### src/rtl/req_arbiter_8.sv
// 8-way request arbiter: registered one-hot grant with bounded hold time and preemption.
// Define REQ_ARB_ROUND_ROBIN_EN for rotating priority; otherwise req[7] has the highest fixed priority.
module req_arbiter_8 #(
   parameter int unsigned MAX_HOLD = 16,
   parameter int unsigned CNT_W    = 8
) (
   input  logic       clk,
   input  logic       rst_n,
   input  logic       en,
   input  logic [7:0] req,
   output logic [7:0] gnt,
   output logic [2:0] gnt_id,
   output logic       gnt_vld,
   output logic       preempt
);

   localparam logic [0:0] ST_IDLE  = 1'b0;
   localparam logic [0:0] ST_GRANT = 1'b1;

   logic [0:0]       state_q,   state_d;
   logic [7:0]       gnt_q,     gnt_d;
   logic [2:0]       gnt_id_q,  gnt_id_d;
   logic             gnt_vld_q, gnt_vld_d;
   logic             preempt_q, preempt_d;
   logic [CNT_W-1:0] cnt_q,     cnt_d;
   logic [7:0]       mask_q,    mask_d;
   logic [7:0]       eff_req;
   logic [2:0]       win;
   logic             hold_full;
   logic             others_req;

   // The preempted requester is skipped once, unless it is the only one asking.
   always_comb begin
      eff_req = req & ~mask_q;
      if (eff_req == 8'h00) begin
         eff_req = req;
      end
   end

`ifdef REQ_ARB_ROUND_ROBIN_EN
   logic [2:0] ptr_q, ptr_d;
   logic [2:0] idx;

   // Rotating search from ptr upward; descending loop leaves the nearest hit.
   always_comb begin
      win = 3'd0;
      idx = 3'd0;
      for (int i = 7; i >= 0; i--) begin
         idx = ptr_q + 3'(i);
         if (eff_req[idx]) begin
            win = idx;
         end
      end
   end
`else
   // Fixed priority: ascending loop leaves the highest set bit.
   always_comb begin
      win = 3'd0;
      for (int i = 0; i < 8; i++) begin
         if (eff_req[i]) begin
            win = 3'(i);
         end
      end
   end
`endif

   assign hold_full  = (cnt_q == CNT_W'(MAX_HOLD));
   assign others_req = ((req & ~gnt_q) != 8'h00);

   always_comb begin
      state_d   = state_q;
      gnt_d     = gnt_q;
      gnt_id_d  = gnt_id_q;
      gnt_vld_d = gnt_vld_q;
      preempt_d = 1'b0;
      cnt_d     = cnt_q;
      mask_d    = mask_q;
`ifdef REQ_ARB_ROUND_ROBIN_EN
      ptr_d     = ptr_q;
`endif
      case (state_q)
         ST_IDLE: begin
            if (en && (eff_req != 8'h00)) begin
               state_d   = ST_GRANT;
               gnt_d     = 8'h01 << win;
               gnt_id_d  = win;
               gnt_vld_d = 1'b1;
               cnt_d     = CNT_W'(1);
               mask_d    = 8'h00;
`ifdef REQ_ARB_ROUND_ROBIN_EN
               ptr_d     = win + 3'd1;
`endif
            end
         end
         default: begin
            if (!en || !req[gnt_id_q]) begin
               state_d   = ST_IDLE;
               gnt_d     = 8'h00;
               gnt_id_d  = 3'd0;
               gnt_vld_d = 1'b0;
               cnt_d     = '0;
            end else if (hold_full && others_req) begin
               state_d   = ST_IDLE;
               gnt_d     = 8'h00;
               gnt_id_d  = 3'd0;
               gnt_vld_d = 1'b0;
               cnt_d     = '0;
               preempt_d = 1'b1;
               mask_d    = gnt_q;
            end else if (!hold_full) begin
               cnt_d     = cnt_q + CNT_W'(1);
            end
         end
      endcase
   end

   always_ff @(posedge clk) begin
      if (!rst_n) begin
         state_q   <= ST_IDLE;
         gnt_q     <= 8'h00;
         gnt_id_q  <= 3'd0;
         gnt_vld_q <= 1'b0;
         preempt_q <= 1'b0;
         cnt_q     <= '0;
         mask_q    <= 8'h00;
`ifdef REQ_ARB_ROUND_ROBIN_EN
         ptr_q     <= 3'd0;
`endif
      end else begin
         state_q   <= state_d;
         gnt_q     <= gnt_d;
         gnt_id_q  <= gnt_id_d;
         gnt_vld_q <= gnt_vld_d;
         preempt_q <= preempt_d;
         cnt_q     <= cnt_d;
         mask_q    <= mask_d;
`ifdef REQ_ARB_ROUND_ROBIN_EN
         ptr_q     <= ptr_d;
`endif
      end
   end

   assign gnt     = gnt_q;
   assign gnt_id  = gnt_id_q;
   assign gnt_vld = gnt_vld_q;
   assign preempt = preempt_q;

endmodule
### config.mk
export PLATFORM = sky130hd
export DESIGN_NAME = req_arbiter_8
export DESIGN_NICKNAME = d
export VERILOG_FILES = /design/src/rtl/req_arbiter_8.sv
export SDC_FILE = /design/constraint.sdc
export NUM_CORES = 1
export LEC_CHECK = 0
export CORE_MARGIN = 5
export CORE_UTILIZATION = 37
export CTS_CLUSTER_DIAMETER = 120
export DETAILED_ROUTE_END_ITERATION = 10
export PLACE_DENSITY = 0.59
export SETUP_SLACK_MARGIN = 0.5
export SLEW_MARGIN = 10
export SYNTH_ARGS = -nofsm -noshare
export SYNTH_HDL_FRONTEND = slang
export SYNTH_SLANG_ARGS = --single-unit
### constraint.sdc
create_clock -name clk -period 2.05 [get_ports clk]
set_input_delay 0.5125 -clock clk [delete_from_list [all_inputs] [get_ports clk]]
set_output_delay 0.5125 -clock clk [all_outputs]
set_load 0.005 [all_outputs]
# Yosys cells after proc, flatten, opt, wreduce, memory -nomap -nowiden
# Cells that the tools add are included.
# Widths: inputs -> output; s select.
dict set report word_totals {
  input_bits 11
  ff_bits 30
}
dict set report op_classes {
  n_mux 36
  addsub 1
  magnitude_cmp 1
  bitwise 6
  shifts 1
  reduce_logical 13
  n_eq_ne 5
}
# op count
set op_table {}
lappend op_table {{$mux 8} 14}
lappend op_table {{$mux 3} 10}
lappend op_table {{$and 8x8->8} 2}
lappend op_table {{$not 8->8} 2}
lappend op_table {{$reduce_bool 8->1} 2}
lappend op_table {{$mux 1} 11}
lappend op_table {{$add 8x1->8 const B} 1}
lappend op_table {{$eq 8x5->1 const B} 1}
lappend op_table {{$logic_not 8->1} 1}
lappend op_table {{$shl 1x3->8 const A} 1}
lappend op_table {{$lt 3x4->1 const B} 1}
lappend op_table {{$ne 4x2->1 const B} 1}
lappend op_table {{$reduce_and 2->1} 2}
lappend op_table {{$bmux 1 s3} 1}
lappend op_table {{$ne 3x1->1 const B} 1}
lappend op_table {{$reduce_and 3->1} 1}
lappend op_table {{$reduce_or 3->1} 1}
lappend op_table {{$logic_and 1x1->1} 2}
lappend op_table {{$logic_not 1->1} 2}
lappend op_table {{$ne 2x1->1 const B} 1}
lappend op_table {{$ne 2x2->1 const B} 1}
lappend op_table {{$not 1->1} 2}
lappend op_table {{$reduce_bool 2->1} 1}
lappend op_table {{$logic_or 1x1->1} 1}

# Longest topological paths before layout
# Gate-level depths: netlist of the first run.
dict set report depth {
  depth_word 14
  ltp_mapped 10
}

# Worst setup path after synthesis of the first run
# Ideal clock, no wire load.
dict set report synth_timing {
  kind {input port to flip-flop}
  from {in req[4]}
  to {reg gnt_q[5], in the netlist gnt[5]}
  stages 7
  setup_slack_ns -0.073
  t_arrival_ns 2.005
  setup_ns 0.117
  cell_sequence {mux4_1 -> mux2_4 -> nand3_4 -> nor2b_2 -> buf_6 -> a21o_1 -> a32o_1}
}
dict set report synth_between {
  elab_chain_cells 13
  elab_cells_between_ends 26
  cone_classes {eq/ne (1); shift (1); mux (13); bitwise (2); reduce/logical (9)}
}
# item line_no
set synth_lines {}
lappend synth_lines {{start, declared} 10} ;# input logic [7:0] req,
lappend synth_lines {{$and 8x8->8} 34} ;# eff_req = req & ~mask_q;
lappend synth_lines {{$logic_not 8->1} 35} ;# if (eff_req == 8'h00) begin
lappend synth_lines {{$mux 8} 35}
lappend synth_lines {{$mux 1} 60} ;# if (eff_req[i]) begin
lappend synth_lines {{$mux 3 (6 in a row)} 60}
lappend synth_lines {{$shl 1x3->8} 85} ;# gnt_d = 8'h01 << win;
lappend synth_lines {{$mux 8} 83} ;# if (en && (eff_req != 8'h00)) begin
lappend synth_lines {{$mux 8} 81} ;# case (state_q)
lappend synth_lines {{end signal, assigned} 131} ;# gnt_q <= gnt_d;
lappend synth_lines {{end, declared} 21} ;# logic [7:0] gnt_q, gnt_d;
# Parallel ways exist; a longest one is shown, timed or not. The select of a mux whose other input is x is not followed.
# A chain may end at the register's enable or synchronous reset.

# Worst setup path after layout of the first run
dict set report layout_timing {
  from {reg gnt_id_q[2], in the netlist gnt_id[2]}
  to {reg mask_q[3]}
}
dict set report layout_between {
  elab_chain_cells 6
}
# item line_no
set layout_lines {}
lappend layout_lines {{start, declared} 22} ;# logic [2:0] gnt_id_q, gnt_id_d;
lappend layout_lines {{start signal, assigned} 132} ;# gnt_id_q <= gnt_id_d;
lappend layout_lines {{$bmux 1 s3} 96} ;# if (!en || !req[gnt_id_q]) begin
lappend layout_lines {{$mux 1 (not written as such)} 96}
lappend layout_lines {{$logic_not 1->1} 96}
lappend layout_lines {{$logic_or 1x1->1} 96}
lappend layout_lines {{$ne 2x2->1 (no line)} n/a}
lappend layout_lines {{$reduce_and 3->1 (no line)} n/a}
lappend layout_lines {{end signal, assigned} 136} ;# mask_q <= mask_d;
lappend layout_lines {{end, declared} 26} ;# logic [7:0] mask_q, mask_d;
# No other way between the ends. The select of a mux whose other input is x is not followed.

==> results.py, run 1 <==
metrics = {
    "timing": {
        "max_slew.worst_pin.slew_ps": 371.9,
        "fin_skew_ps": 3.362,
        "clock.fmax_ghz": 0.4959,
        "period_share": 0.9837,
        "relSlewSlack": 0.7518,
        "setup_viol": 0,
        "holdWs_ps": 481.9,
        "fin_tns_setup_ps": 0,
        "rsz0062_at_grt": "yes",
        "fin_crit_ps": 2017,
        "finalHoldViolCount": 0,
        "slew_violations": 0,
    },
    "cts": {
        "clock-sinks": 30,
        "cts.path.max_buffers": 2,
        "cts_tree": "done",
        "path_clk_slew_ps": 60,
        "cts_root_buf": "clkbuf_8",
        "numCtsBuffers": 5,
        "clock_latency_ps": 290,
        "htreeDepth": 2,
        "ctsHoldBuffers": 0,
    },
    "critical_path": {
        "worstPathRequired_ps": 2230,
        "crit_path_end": "mask_q[3]",
        "worst_ep_arrival_time_ps": 2190,
        "r2r_setup_slack_ps": 30,
        "r2r-start": "gnt_id[2]",
        "worstSetupEndpointType": "flop",
        "r2r_end": "mask_q[3]",
        "crit_type": "reg -> reg",
        "startpoint": "gnt_id[2]",
        "worstSetupStartpointType": "flop",
        "cp_max_fo": 5,
        "rr_worst_depth": 7,
    },
    "cells_and_area": {
        "design_area_um2": 2786,
        "n_fill_cell": 343,
        "area_growth_syn_to_layout_pct": 67.32,
        "antenna_cells": 0,
        "fin_nets": 293,
        "layout-drive-gt1-share": 0.5480,
        "multi_input_area_um2": 1220,
        "regArea_um2": 623.1,
        "instances_no_fill": 333,
    },
    "drt": {
        "totalWireLength_um": 6204,
        "num_vias": 1924,
        "wl_met1_um": 2762,
        "route.met3.wl_um": 424,
        "met2_wirelength_um": 2860,
        "ant_nets": 0,
        "vias_per_cell": 5.778,
        "drtIter0Drc": 160,
        "firstDrtPassIters": 4,
        "drc_errors": 0,
        "wl_per_cell_um": 18.63,
        "top_layer": "met4",
    },
    "synthesis": {
        "syn_inst": 189,
        "yosysMostFrequentCell": "dfxtp_1",
        "synth_edf_count": 0,
        "synthTopCellsByArea": "dfxtp_1 36%, a22o_1 4.7%, nand2_1 3.8%",
        "avgSynthCellArea_um2": 8.811,
        "async_flop_share": 0,
        "yosys.area.top_type": "dfxtp_1",
        "synth-main-ff-cell": "dfxtp_1",
        "syn_nets": 202,
        "synth_seq_area_share": 0.3606,
        "synth_seq_cells": 30,
        "syn-cell-area_um2": 1665,
        "ys.warnings.count": 0,
        "synth_top_area_share": 0.3606,
        "synth_commonest_cells": "30 x dfxtp_1, 17 x nand2_1, 14 x inv_1",
        "synthDistinctLibCells": 49,
    },
    "floorplan": {
        "chipWidth_um": 77.09,
        "core_um2": 4354,
        "rows": 24,
        "die_h_um": 77.09,
        "pin_count": 24,
        "start_util": 0.3825,
        "dieArea_um2": 5943,
    },
    "placement": {
        "port_buffers": 23,
        "dpl.cell_count": 309,
        "hpwl_um": 4273,
        "post_dp_cell_area_um2": 2344,
        "gp_congestion": 0.8551,
    },
    "global_routing": {
        "grtUsageTotal": 0.2063,
        "grt_antenna_before_repair": 0,
        "grt_pass1_wl_um": 9722,
        "grt_pass1_vias": 1889,
        "grt_max_degree": 12,
        "grt_overflow": 0,
    },
    "pwr": {
        "p_leak_nw": 1.157,
        "post-layout-total-power_w": 0.001477,
        "vdd_drop_max_mv": 0.3953,
        "power.density_nw_per_um2": 530.0,
    },
    "run_status": {
        "status": "finished, final reports clean",
    },
    "min_path": {
        "hold_class": "reg -> reg",
    },
    "job": {
        "cap_violations": 0,
    },
}
[worst max-delay path, cell delays in order (launching register included)]
cell and delay [ps]:
dfxtp_2 360, mux4_2 520, mux2_4 320, nand3_4 100, buf_4 150, nor3_4 60
buf_4 170, a22o_1 230
[flip-flops by register name, indices dropped and copies added, names as in the netlist]
signal and flops:
cnt_q 8, gnt 8, gnt_id 3, gnt_vld 1, mask_q 8, preempt 1
state_q 1
[logic make-up (layout without fill, tap and decap cells)]
group	after synthesis	count (layout)	share of synthesized area
AO/OA/AOI/OAI	73	73	0.3313
AND/OR/NAND/NOR	62	62	0.2029
flip-flops	30	30	0.3606
buffers and inverters	19	111	0.04959
multiplexers	3	3	0.04057
adder cells (fa/ha/maj)	2	2	0.01502
[area by class of cell]
class | count | share of cell area
Multi-Input combinational cell | 140 | 0.4378
Timing Repair Buffer | 89 | 0.2555
Sequential cell | 30 | 0.2236
Clock buffer | 8 | 0.03952
Tap cell | 52 | 0.02335
Inverter | 14 | 0.02021
[metal layers]
metal,track usage,up-vias
li1,-,909
met1,0.2832,912
met2,0.3073,84
met3,0.04918,19
met4,0.08591,0
met5,0,-
[power breakdown]
group          switching [W]  internal, W
Combinational       0.000152     0.000147
Sequential         0.0000116     0.000598
Clock               0.000230     0.000339
Total               0.000393      0.00108
[cell usage in the layout, fill, tap and decap left out, drive strengths merged, types with 2 or more instances in the layout]
cell,synthesis,layout
a22o,9,9
mux4,2,2
a31oi,5,5
o2111a,2,2
nand3,12,12
a22oi,4,4
dlygate4sd2,0,9
o21ai,10,10
nand2b,8,8
buf,2,74
inv,14,13
o32ai,2,2
ha,2,2
clkdlybuf4s15,0,3
o22ai,9,9
dfxtp,30,30
a32o,4,4
clkdlybuf4s50,0,3
nand2,17,17
a21oi,14,14
nor2,8,8
o2111ai,3,3
clkbuf,3,8
or2,2,2
a21boi,2,2
nor3,7,7
[how the worst min path moves through the flow]
stage | endpoint | start | cells after the start | slack, ps
after detailed placement | mask_q[7] | mask_q[7] | 1 | 470
after global routing | mask_q[7] | mask_q[7] | 1 | 490
after floorplan | mask_q[7] | mask_q[7] | 1 | 450
final | mask_q[7] | mask_q[7] | 1 | 480
after global placement | gnt_vld | gnt_vld | 2 | 470
after CTS | gnt[1] | gnt[1] | 2 | 480
[what timing repair did]
action | in CTS | in global routing
pin swaps | 17 | 12
gates resized for setup | 95 | 22
setup buffers | 8 | 7
cloned | 1 | 0
endpoints found under the setup margin | 43 | 35
[per-stage QoR]
step	worst slack (ps)	util
after floorplan	-3.996	-
after global placement	-617.3	0.5382
after detailed placement	-710.2	0.5382
after CTS	78.10	0.6101
after global routing	-22.96	0.6399
final	33.32	0.6399
(Power assumes the default switching activity.)
==> inputs of run 2 (changes only) <==
--- a/config.mk
+++ b/config.mk
@@ -7,6 +7,7 @@
 export LEC_CHECK = 0
 export CORE_MARGIN = 5
 export CORE_UTILIZATION = 37
+export CTS_BUF_LIST = sky130_fd_sc_hd__clkbuf_8
 export CTS_CLUSTER_DIAMETER = 120
 export DETAILED_ROUTE_END_ITERATION = 10
 export PLACE_DENSITY = 0.59
==> results of run 2 <==
Same layout as run 1: the final DEF is identical, and so are final timing and power.
==> inputs of run 3 (changes only) <==
--- a/config.mk
+++ b/config.mk
@@ -9,6 +9,7 @@
 export CORE_UTILIZATION = 37
 export CTS_BUF_LIST = sky130_fd_sc_hd__clkbuf_8
 export CTS_CLUSTER_DIAMETER = 120
+export CTS_CLUSTER_SIZE = 14
 export DETAILED_ROUTE_END_ITERATION = 10
 export PLACE_DENSITY = 0.59
 export SETUP_SLACK_MARGIN = 0.5
==> constraint.sdc (replaced) <==
create_clock -name clk -period 2.05 [get_ports clk]
set_input_delay 0.3075 -clock clk [delete_from_list [all_inputs] [get_ports clk]]
set_output_delay 0.3075 -clock clk [all_outputs]
set_load 0.005 [all_outputs]
==> results.py, run 3 (synthesis results as in run 1) <==
metrics = {
    "drt": {
        "firstDrtPassIters": 5,
        "ant_nets": 0,
        "vias_per_cell": 6.052,
        "wl_per_cell_um": 19.19,
        "drc_errors": 0,
        "drtIter0Drc": 224,
        "totalWireLength_um": 6276,
        "num_vias": 1979,
    },
    "placement": {
        "dpl.cell_count": 308,
        "gp_congestion": 0.9411,
        "place_ws_ps": -427.8,
        "port_buffers": 23,
        "post_dp_cell_area_um2": 2302,
        "hpwl_um": 4260,
    },
    "timing": {
        "rsz0062_at_grt": "yes",
        "setup_viol": 0,
        "fin_crit_ps": 1979,
        "fin_skew_ps": 7.606,
        "clock.fmax_ghz": 0.5052,
        "finalHoldViolCount": 0,
        "holdWs_ps": 503.0,
        "max_slew.worst_pin.slew_ps": 372.9,
        "relSlewSlack": 0.7513,
        "setup_ws_ps": 70.68,
        "period_share": 0.9655,
        "slew_violations": 0,
    },
    "floorplan": {
        "start_util": 0.3825,
        "die_h_um": 77.09,
        "pin_count": 24,
        "core_um2": 4354,
        "chipWidth_um": 77.09,
        "rows": 24,
        "dieArea_um2": 5943,
    },
    "critical_path": {
        "worstPathRequired_ps": 2220,
        "cp_slowest_cell": "dfxtp_2",
        "cp_cell_sequence": "nand2b_4 -> o2111ai_4 -> o21ai_4 -> a22oi_2 -> a41o_1 -> a21o_1 -> a32o_1",
        "r2r-start": "mask_q[1]",
        "worstSetupEndpointType": "flop",
        "startpoint": "mask_q[1]",
        "slowest_delay_ps": 340,
        "worstSetupStartpointType": "flop",
        "worst_ep_arrival_time_ps": 2150,
        "crit_type": "reg -> reg",
        "cp_max_fo": 6,
    },
    "pwr": {
        "vdd_drop_max_mv": 0.3570,
        "clockPowerShare": 0.338,
        "p_sw_frac": 0.2719,
        "p_int_w": 0.001002,
        "post-layout-total-power_w": 0.001376,
        "seq_power_share": 0.445,
        "p_leak_nw": 1.097,
        "power_frac_comb": 0.218,
        "p_sw_w": 0.0003742,
        "power.density_nw_per_um2": 503.4,
    },
    "cts": {
        "cts_tree": "done",
        "cts.path.max_buffers": 2,
        "numCtsBuffers": 5,
        "clock-sinks": 30,
        "ctsHoldBuffers": 0,
        "cts_root_buf": "clkbuf_8",
        "htreeDepth": 2,
        "path_clk_slew_ps": 60,
        "clock_latency_ps": 280,
    },
    "global_routing": {
        "grtUsageTotal": 0.2090,
        "grt_overflow": 0,
        "grt_max_degree": 12,
        "grt_antenna_before_repair": 0,
        "grt_pass1_wl_um": 10120,
        "grt_pass1_vias": 1990,
    },
    "run_status": {
        "status": "finished, final reports clean",
    },
    "min_path": {
        "hp-start": "gnt[6]",
        "hold_class": "reg -> reg",
    },
    "cells_and_area": {
        "antenna_cells": 0,
        "fin_nets": 289,
        "layout_commonest_cell": "buf_4",
        "final_cell_mix": "58 x buf_4, 16 x nand2_1, 15 x dfxtp_2",
        "design_area_um2": 2734,
        "area_growth_syn_to_layout_pct": 64.16,
        "layout-drive-gt1-share": 0.5018,
        "instances_no_fill": 327,
    },
    "job": {
        "cap_violations": 0,
    },
}
run 3: final cells by class:
type / count / area, µm²
Fill cell: 354 / 1620
Multi-Input combinational cell: 140 / 1214
Clock buffer: 6 / 82.58
Sequential cell: 30 / 623.1
Tap cell: 52 / 65.06
Timing Repair Buffer: 85 / 696.9
Inverter: 14 / 52.55
run 3: worst paths after layout:
kind | end | slack [ps] | cells after the start
max | gnt[5] | 70 | 7
min | gnt[6] | 500 | 2
max reg2reg | gnt[5] | 70 | 7
min reg2reg | gnt[6] | 500 | 2
run 3: per-layer routing:
layer / up-vias / global-route usage / wire length (µm)
met4: 0 / 0.05670 / 131
li1: 902 / - / -
met1: 922 / 0.2670 / 2475
met5: - / 0 / 0
met3: 18 / 0.07260 / 725
met2: 137 / 0.3336 / 2943
run 3: metrics by stage:
| stage | utilization | TNS, ps |
|---|---|---|
| final | 0.6279 | 0 |
| after global routing | 0.6279 | 0 |
| after CTS | 0.6049 | 0 |
| after floorplan | - | 0 |
| after global placement | 0.5287 | -10250 |
| after detailed placement | 0.5287 | -10410 |
run 3: what timing repair did:
item | CTS | global route
cloned | 0 | 0
gates resized for setup | 59 | 23
pin swaps | 39 | 12
setup endpoints to repair | 35 | 35
buffers inserted | 10 | 3
run 3: critical path, delay by kind of cell, from the launching register on:
family | cells | cell delay [ps]
simple gates | 1 | 140
compound gates | 6 | 1400
flops | 1 | 340
run 3: power groups by stage:
stage	Sequential (W)	Combinational, W	Clock, W
after floorplan	0.000623	0.000109	0
final	0.000612	0.000300	0.000465
after CTS	0.000611	0.000276	0.000472
after detailed placement	0.000624	0.000238	0
after global routing	0.000613	0.000320	0.000511
after global placement	0.000623	0.000237	0
